`config.mk`:
```
export PLATFORM = sky130hd
export DESIGN_NAME = bist_lfsr_misr
export DESIGN_NICKNAME = d
export VERILOG_FILES = /design/src/rtl/bist_lfsr_misr.sv
export SDC_FILE = /design/constraint.sdc
export NUM_CORES = 1
export LEC_CHECK = 0
export ABC_AREA = 1
export BUFFER_PORTS_ARGS = -buffer_cell sky130_fd_sc_hd__clkbuf_2
export CORE_MARGIN = 1
export CORE_UTILIZATION = 25
export CTS_BUF_LIST = sky130_fd_sc_hd__clkbuf_4
export CTS_CLUSTER_DIAMETER = 100
export CTS_CLUSTER_SIZE = 28
export DETAILED_ROUTE_END_ITERATION = 12
export GPL_TIMING_DRIVEN = 0
export RECOVER_POWER = 25
export SLEW_MARGIN = 0
export SYNTH_ARGS = -nofsm -noshare
export SYNTH_HDL_FRONTEND = slang
export SYNTH_SLANG_ARGS = --single-unit
```
`constraint.sdc`:
```
create_clock -name CK -period 2.6 [get_ports CK]
set_clock_uncertainty 0.1 [all_clocks]
set_input_delay 0.52 -clock CK [delete_from_list [all_inputs] [get_ports CK]]
set_output_delay 0.52 -clock CK [all_outputs]
set_load 0.01 [all_outputs]
```
`src/rtl/bist_lfsr_misr.sv`:
```
// bist_lfsr_misr: LFSR stimulus and MISR compaction around the s526 CUT, run as one start/done self-test session
module bist_lfsr_misr #(
  parameter int          PATTERNS    = 1000,
  parameter int          INIT_CYCLES = 8,
  parameter logic [15:0] LFSR_SEED   = 16'hACE1,
  parameter logic [15:0] MISR_SEED   = 16'h0000,
  parameter logic [15:0] GOLDEN      = 16'h0000
) (
  input  logic        CK,
  input  logic        RST,
  input  logic        start,
  output logic [2:0]  cut_pi,
  input  logic [5:0]  cut_po,
  output logic        busy,
  output logic        done,
  output logic        pass,
  output logic [15:0] signature
);
  typedef enum logic [2:0] {IDLE, INIT, RUN, DRAIN, DONE} state_t;
  localparam logic [15:0] TAPS = 16'hB400;
  state_t      state_q, state_d;
  logic [15:0] lfsr_q, lfsr_d, misr_q, misr_d, cnt_q, cnt_d;
  logic        cap_en_q, last, counting;
  always_comb begin
    counting = state_q == INIT || state_q == RUN;
    last = cnt_q == (state_q == INIT ? 16'(INIT_CYCLES - 1) : 16'(PATTERNS - 1));
    state_d = state_q;
    cnt_d = counting ? (last ? 16'd0 : cnt_q + 16'd1) : cnt_q;
    lfsr_d = state_q == RUN ? {lfsr_q[14:0], ^(lfsr_q & TAPS)} : lfsr_q;
    misr_d = cap_en_q ? {misr_q[14:0], ^(misr_q & TAPS)} ^ {10'b0, cut_po} : misr_q;
    unique case (state_q)
      IDLE, DONE: if (start) begin
        state_d = INIT;
        cnt_d = 16'd0;
        lfsr_d = LFSR_SEED;
        misr_d = MISR_SEED;
      end
      INIT:    state_d = last ? RUN : INIT;
      RUN:     state_d = last ? DRAIN : RUN;
      DRAIN:   state_d = DONE;
      default: state_d = IDLE;
    endcase
  end
  // Outputs are registered from the current state, so they trail it by one cycle
  always_ff @(posedge CK) begin
    if (RST) begin
      state_q <= IDLE;
      lfsr_q <= LFSR_SEED;
      misr_q <= MISR_SEED;
      cnt_q <= 16'd0;
      cap_en_q <= 1'b0;
      cut_pi <= 3'b000;
      busy <= 1'b0;
      done <= 1'b0;
      pass <= 1'b0;
      signature <= MISR_SEED;
    end else begin
      state_q <= state_d;
      lfsr_q <= lfsr_d;
      misr_q <= misr_d;
      cnt_q <= cnt_d;
      cap_en_q <= state_q == RUN;
      cut_pi <= state_q == INIT ? 3'b001 : state_q == RUN ? lfsr_q[2:0] : 3'b000;
      busy <= state_q == INIT || state_q == RUN || state_q == DRAIN;
      done <= state_q == DONE;
      pass <= state_q == DONE && misr_q == GOLDEN;
      signature <= misr_q;
    end
  end
endmodule
```
==> implementation parameters, run 1 <==
Parameter                              Value

Synthesis
  Number of synthesized flops with an enable pin    0
  Instance count of the mapped netlist    383
  Flip-flop and latch count after synthesis    74
  Number of synthesis warnings    0
  Portion of synthesized cell area occupied by the leading cell type    0.509
  Number of nets produced by synthesis    394
  Share of flip-flops with an asynchronous set or reset after synthesis    0
  Top-count cell post-synth    sky130_fd_sc_hd__nor2_1
  Share of the yosys chip area belonging to registers    0.509
  Flip-flop cell with the highest count after synthesis    sky130_fd_sc_hd__dfxtp_1
  Top post-synthesis cells by area    sky130_fd_sc_hd__dfxtp_1 51%, sky130_fd_sc_hd__nor2_1 11%, sky130_fd_sc_hd__nand2_1 8.6%
  Cell type contributing the most total cell area after synthesis    sky130_fd_sc_hd__dfxtp_1
  Post-Syn Area    2910 um^2
  Leading post-synthesis cells by instance count    85 x sky130_fd_sc_hd__nor2_1, 74 x sky130_fd_sc_hd__dfxtp_1, 67 x sky130_fd_sc_hd__nand2_1, 41 x sky130_fd_sc_hd__inv_1
  Post-synthesis average cell area    7.60 um^2
  Number of different library cells in the post-synthesis netlist    26

Clock network
  H-tree lvl count    3
  CTS tree    done
  Clock Root Buffer    sky130_fd_sc_hd__clkbuf_4
  TritonCTS buffer count    9
  Hold-fix buffers, CTS    0
  Count of buffers added by post-CTS timing repair for setup    0
  Resize count post-CTS    0
  Number of clock sinks    74
  Clock-pin slew reported for the worst setup and hold paths after clock tree synthesis    0.12 ns
  Clock latency reported for the late side of the worst-skew pair    0.41 ns
  Largest buffer count on any clock path    2

Timing
  Setup total negative slack    0 ns
  Final setup viols    0
  Slew at the pin closest to its max-slew limit    0.785 ns
  Worst-case headroom to the max-slew limit    0.477
  Hold Slack    0.306 ns
  Portion of the clock cycle consumed by the worst path in the final layout    0.786
  Fin crit period    2.04 ns
  Post-layout worst setup margin    0.557 ns
  Number of failing hold endpoints at the final stage    0
  Setup repair after global routing missed its margin    no
  Max Transition Viols Final    0
  Achievable frequency    489 MHz

Drt
  Total DRC errors in the routed layout    0
  Routed wire length    6.06 mm
  Mean number of vias per cell    4.31
  Via count    2,462
  Total iterations of the first detailed-routing run    4
  Number of routed nets with antenna violations    0
  Initial DRC Count    98
  Routed wire length per instance    10.6 um

Global routing
  Maximum number of pins on one net before global-route repair    13
  Vias in the first global route    2,326
  Total global-route track usage    0.111
  Global route overflow    0
  Met1 track demand over resource    0.133
  Global-route wire length before repair    10.3 mm
  Met3 usage in global routing    0.0403
  Fraction of met2 tracks used by global routing    0.176
  Number of antenna violations at the first check in global routing    0
  Most Used Layer, Global Route    met2

Place
  Minimum setup slack after placement    0.863 ns
  Area after detailed placement    3230 um^2
  Final HPWL from detailed placement    4.43 mm
  RD Place Congestion    0.797
  Input/output buffers    29

Finish
  Register area    1480 um^2
  Total non-filler cell area in the finished layout    3380 um^2
  Ant diodes    0
  Filler cell count in the final layout    1,251
  Area Overhead vs Synth    16.3%
  Fraction of layout instances using a drive strength above 1    0.133
  Combined area of the multi-input logic cells    1190 um^2
  Final nets    434

Floorplan
  Number of top-level pins    31
  Core Rows    39
  Die Span X    110 um
  Area of the die    12,100 um^2
  Die Height    110 um
  Starting density of the core    0.256
  Area of the core    11,400 um^2

Setup path
  Critical path launch point type    flip-flop
  Flop2flop setup slack    0.56 ns
  Critical path type    reg2reg
  Type of element capturing the critical path    flip-flop
  Crit path DAT    2.29 ns
  Required time at the endpoint of the critical path    2.85 ns
  Largest fanout on the critical path    10

Job
  Number of maximum-capacitance violations    0

Outcome
  Result of the run    finished, final reports clean

Min path
  Kind of path behind the tightest hold check    in2reg

Power
  Static leakage power    1.42 nW
  Post-layout total power    2.01 mW
  Worst vdd rail ir drop    0.000306 V
  Areal power density over the cells    595 nW/um^2
## state kept, by name (all words and copies together) (netlist names)
name / flops
lfsr_q: 16
cut_pi: 3
signature: 16
cnt_q: 16
done: 1
cap_en_q: 1
misr_q: 16
state_q: 3
busy: 1
pass: 1
## layer usage
layer	vias up	wire length [um]
li1	1289	-
met1	1118	2940
met2	48	2760
met3	7	270
met4	0	93
met5	-	0
## critical path: stages (launching register included)
cell and delay (ns):
sky130_fd_sc_hd__dfxtp_1 0.45, sky130_fd_sc_hd__nor2_1 0.14, sky130_fd_sc_hd__a21oi_1 0.63, sky130_fd_sc_hd__inv_1 0.30, sky130_fd_sc_hd__buf_4 0.26, sky130_fd_sc_hd__nor2_1 0.10
## through the flow
stage / utilization / cells
6_report: 0.298 / 571
5_1_grt: 0.298 / 571
4_1_cts: 0.299 / 571
3_5_place_dp: 0.284 / 555
3_3_place_gp: 0.284 / 555
2_1_floorplan: - / 383
## power breakdown
| part | internal, mW | switching, mW | total [mW] |
|---|---|---|---|
| sequential | 1.14 | 0.00407 | 1.14 |
| clock | 0.409 | 0.397 | 0.806 |
| combinational | 0.0233 | 0.0434 | 0.0667 |
| total | 1.57 | 0.445 | 2.01 |
## placed cells by master (no fill, tap or decap), drive strengths merged, types with 3 or more instances in the layout
master  synthesis  layout
o21bai          3       3
xnor2           7       7
nand2          69      69
buf             9       7
nor3            4       4
clkbuf          4      46
xor2            6       6
nand3          27      27
a21oi          27      27
nand4           7       7
o21ai          13      13
dfxtp          74      74
inv            41      41
nor2           86      86
## path summary, 6_finish.rpt
path	start	endpoint	cells past startpoint
hold / removal	cut_po[3]	misr_q[3]	3
setup reg to reg	state_q[0]	misr_q[10]	5
hold reg to reg	lfsr_q[9]	lfsr_q[10]	2
setup / recovery	state_q[0]	misr_q[10]	5
## logic make-up after synthesis
logic type | Yosys count | synth area share
compound gates | 45 | 0.0856
buf+inv | 54 | 0.0774
flops | 74 | 0.509
simple gates | 195 | 0.280
xor+xnor | 13 | 0.0391
fa+ha+maj | 2 | 0.00860
## area by class of cell
| cell class | count | area share |
|---|---|---|
| multi-input cells | 255 | 0.352 |
| clock inverters | 5 | 0.0233 |
| well taps | 143 | 0.0529 |
| flip-flops and latches | 74 | 0.438 |
| clock buffers | 11 | 0.0244 |
| inverters | 41 | 0.0455 |
| repair buffers | 29 | 0.0429 |
| plain buffers | 13 | 0.0211 |
Power figures use the tool's default switching activity.
==> run 2, diff against run 1 <==
clock period = 1.7 ns   (was 2.6 ns; I/O delays follow)
==> run 2 against run 1 <==
Compared with the run above: via count increased by 1.9%; maximum frequency is 28% higher; non-clock buffer count rose by 6; wire length grew 3.6%; worst setup slack got worse by 0.45 ns; largest power group unchanged; register-to-register slack got worse by 0.45 ns; largest cell class unchanged; sequential power up 54%; count of clock-buffer cells in the layout did not move.
==> implementation parameters, run 2 (synthesis results as in run 1) <==
Parameter                              Value

Timing
  Portion of the clock cycle consumed by the worst path in the final layout    0.937 (+0.151)
  Hold Slack    0.113 ns (-0.194 ns)
  Final setup viols    0 (unchanged)
  Number of failing hold endpoints at the final stage    0 (unchanged)
  Post-layout worst setup margin    0.107 ns (-0.450 ns)
  Max Transition Viols Final    0 (unchanged)
  Achievable frequency    628 MHz (+28%)
  Worst-case headroom to the max-slew limit    0.675 (+0.198)
  Setup total negative slack    0 ns (unchanged)
  Slew at the pin closest to its max-slew limit    0.488 ns (-0.297 ns)
  Fin crit period    1.59 ns (-0.450 ns)

Power
  Post-layout total power    3.11 mW (+54%)
  Static leakage power    1.43 nW (+1.2%)
  Worst vdd rail ir drop    0.000467 V (+52%)
  Areal power density over the cells    899 nW/um^2 (+51%)

Global routing
  Number of antenna violations at the first check in global routing    0 (unchanged)
  Global route overflow    0 (unchanged)
  Maximum number of pins on one net before global-route repair    13 (unchanged)
  Vias in the first global route    2,316 (-0.43%)
  Total global-route track usage    0.112 (+0.000126)
  Global-route wire length before repair    10.3 mm (+0.14%)

Setup path
  Critical path type    reg2reg
  Destination of the worst register-to-register timing path    misr_q[10]
  Worst R2R Path Depth    5 (unchanged)
  Type of element capturing the critical path    flip-flop
  Master of the slowest instance on the critical path    sky130_fd_sc_hd__dfxtp_1
  Destination of the critical timing path    misr_q[10]
  Required time at the endpoint of the critical path    1.93 ns (-0.92 ns)
  Flop2flop setup slack    0.11 ns (-0.45 ns)
  Timing startpoint of the critical path    state_q[0]
  RR Startpoint    state_q[0]
  Crit path DAT    1.82 ns (-0.47 ns)
  Most frequent CP cell    sky130_fd_sc_hd__nor2_1
  Series of cell instances along the critical path    nor2_1, a21oi_4, inv_1, buf_4, nor2_1
  Largest fanout on the critical path    10 (unchanged)
  Largest stage delay on the critical path    0.38 ns (-0.25 ns)
  Critical path launch point type    flip-flop

Clock network
  Number of clock sinks    74 (unchanged)
  TritonCTS buffer count    9 (unchanged)
  Hold-fix buffers, CTS    0 (unchanged)
  Clock latency reported for the late side of the worst-skew pair    0.42 ns (about the same)
  Clock-pin slew reported for the worst setup and hold paths after clock tree synthesis    0.12 ns (about the same)
  CTS tree    done
  Clock Root Buffer    sky130_fd_sc_hd__clkbuf_4
  H-tree lvl count    3 (unchanged)
  Largest buffer count on any clock path    2 (unchanged)

Floorplan
  Die Height    110 um (unchanged)
  Starting density of the core    0.256 (unchanged)
  Area of the core    11,400 um^2 (unchanged)
  Area of the die    12,100 um^2 (unchanged)
  Core Rows    39 (unchanged)
  Number of top-level pins    31 (unchanged)
  Die Span X    110 um (unchanged)

Drt
  Total DRC errors in the routed layout    0 (unchanged)
  Initial DRC Count    113 (+15%)
  Total iterations of the first detailed-routing run    4 (unchanged)
  Routed wire length    6.28 mm (+3.6%)
  Routed wire length per instance    10.9 um (+2.5%)
  Via count    2,508 (+1.9%)
  Mean number of vias per cell    4.35 (+0.81%)
  Number of routed nets with antenna violations    0 (unchanged)

Finish
  Fraction of layout instances using a drive strength above 1    0.152 (+0.0189)
  Final nets    440 (+1.4%)
  Final cell count without fillers    577 (+1.1%)
  Ant diodes    0 (unchanged)
  Area Overhead vs Synth    18.7%
  Most used cells in the layout excluding fill and tap cells    84 x sky130_fd_sc_hd__nor2_1, 72 x sky130_fd_sc_hd__dfxtp_1, 67 x sky130_fd_sc_hd__nand2_1, 40 x sky130_fd_sc_hd__inv_1, 27 x sky130_fd_sc_hd__clkbuf_2
  Most common library cell in the layout ignoring fill and taps    sky130_fd_sc_hd__nor2_1

Min path
  Kind of path behind the tightest hold check    in2reg

Place
  RD Place Congestion    0.797 (unchanged)
  Final HPWL from detailed placement    4.43 mm (unchanged)
  Input/output buffers    29 (unchanged)
  Minimum setup slack after placement    -0.0367 ns (-0.900 ns)
  Number of cells after detailed placement    555 (unchanged)

Outcome
  Result of the run    finished, final reports clean

Job
  Number of maximum-capacitance violations    0 (unchanged)
-- run 2: layer usage --
metal	vias to the layer above	GRT usage	routed length, um
li1	1301	-	-
met3	12	0.0403	300
met2	50	0.176	2860
met4	0	0.0552	154
met5	-	0	0
met1	1145	0.133	2970
-- run 2: area by class of cell --
class                   count  area (um^2)
multi-input cells         255         1220
flip-flops and latches     74         1480
repair buffers             35          188
clock buffers              11         82.6
well taps                 143          179
plain buffers              13         71.3
inverters                  41          154
clock inverters             5         78.8
fillers                  1244         7920
-- run 2: where the power goes --
part	total (mW)	switching, mW	leakage, nW	internal, mW
Clock	1.24	0.614	0.0807	0.625
Combinational	0.120	0.0736	0.755	0.0465
Sequential	1.75	0.00611	0.598	1.74
Total	3.11	0.693	1.43	2.41
-- run 2: how the worst min path moves through the flow --
| stage | from | end | slack, ns | depth (start not counted) |
|---|---|---|---|---|
| 6_report | cut_po[4] | misr_q[4] | 0.11 | 3 |
| 2_1_floorplan | lfsr_q[9] | lfsr_q[10] | 0.32 | 2 |
| 5_1_grt | cut_po[3] | misr_q[3] | 0.07 | 3 |
| 4_1_cts | cut_po[3] | misr_q[3] | 0.09 | 3 |
| 3_5_place_dp | lfsr_q[4] | lfsr_q[5] | 0.34 | 2 |
| 3_3_place_gp | lfsr_q[6] | lfsr_q[7] | 0.34 | 2 |
-- run 2: what timing repair did --
item / 4_1_cts / 5_1_grt
setup buffers: 0 / 5
resized for setup: 1 / 8
pin swaps: 0 / 2
gates cloned: 0 / 1
endpoints found under the setup margin: 10 / 11
-- run 2: per-stage QoR --
stage,instance area (um^2),utilization
final,3450,0.304
after global routing,3450,0.304
after CTS,3400,0.299
after detailed placement,3230,0.284
after global placement,3230,0.284
after floorplan,2910,-
-- run 2: critical path: cells and delay by family, from the launching register on --
family / cells / cell delay [ns]
buf+inv: 2 / 0.43
compound gates: 1 / 0.16
simple gates: 2 / 0.43
flops: 1 / 0.38
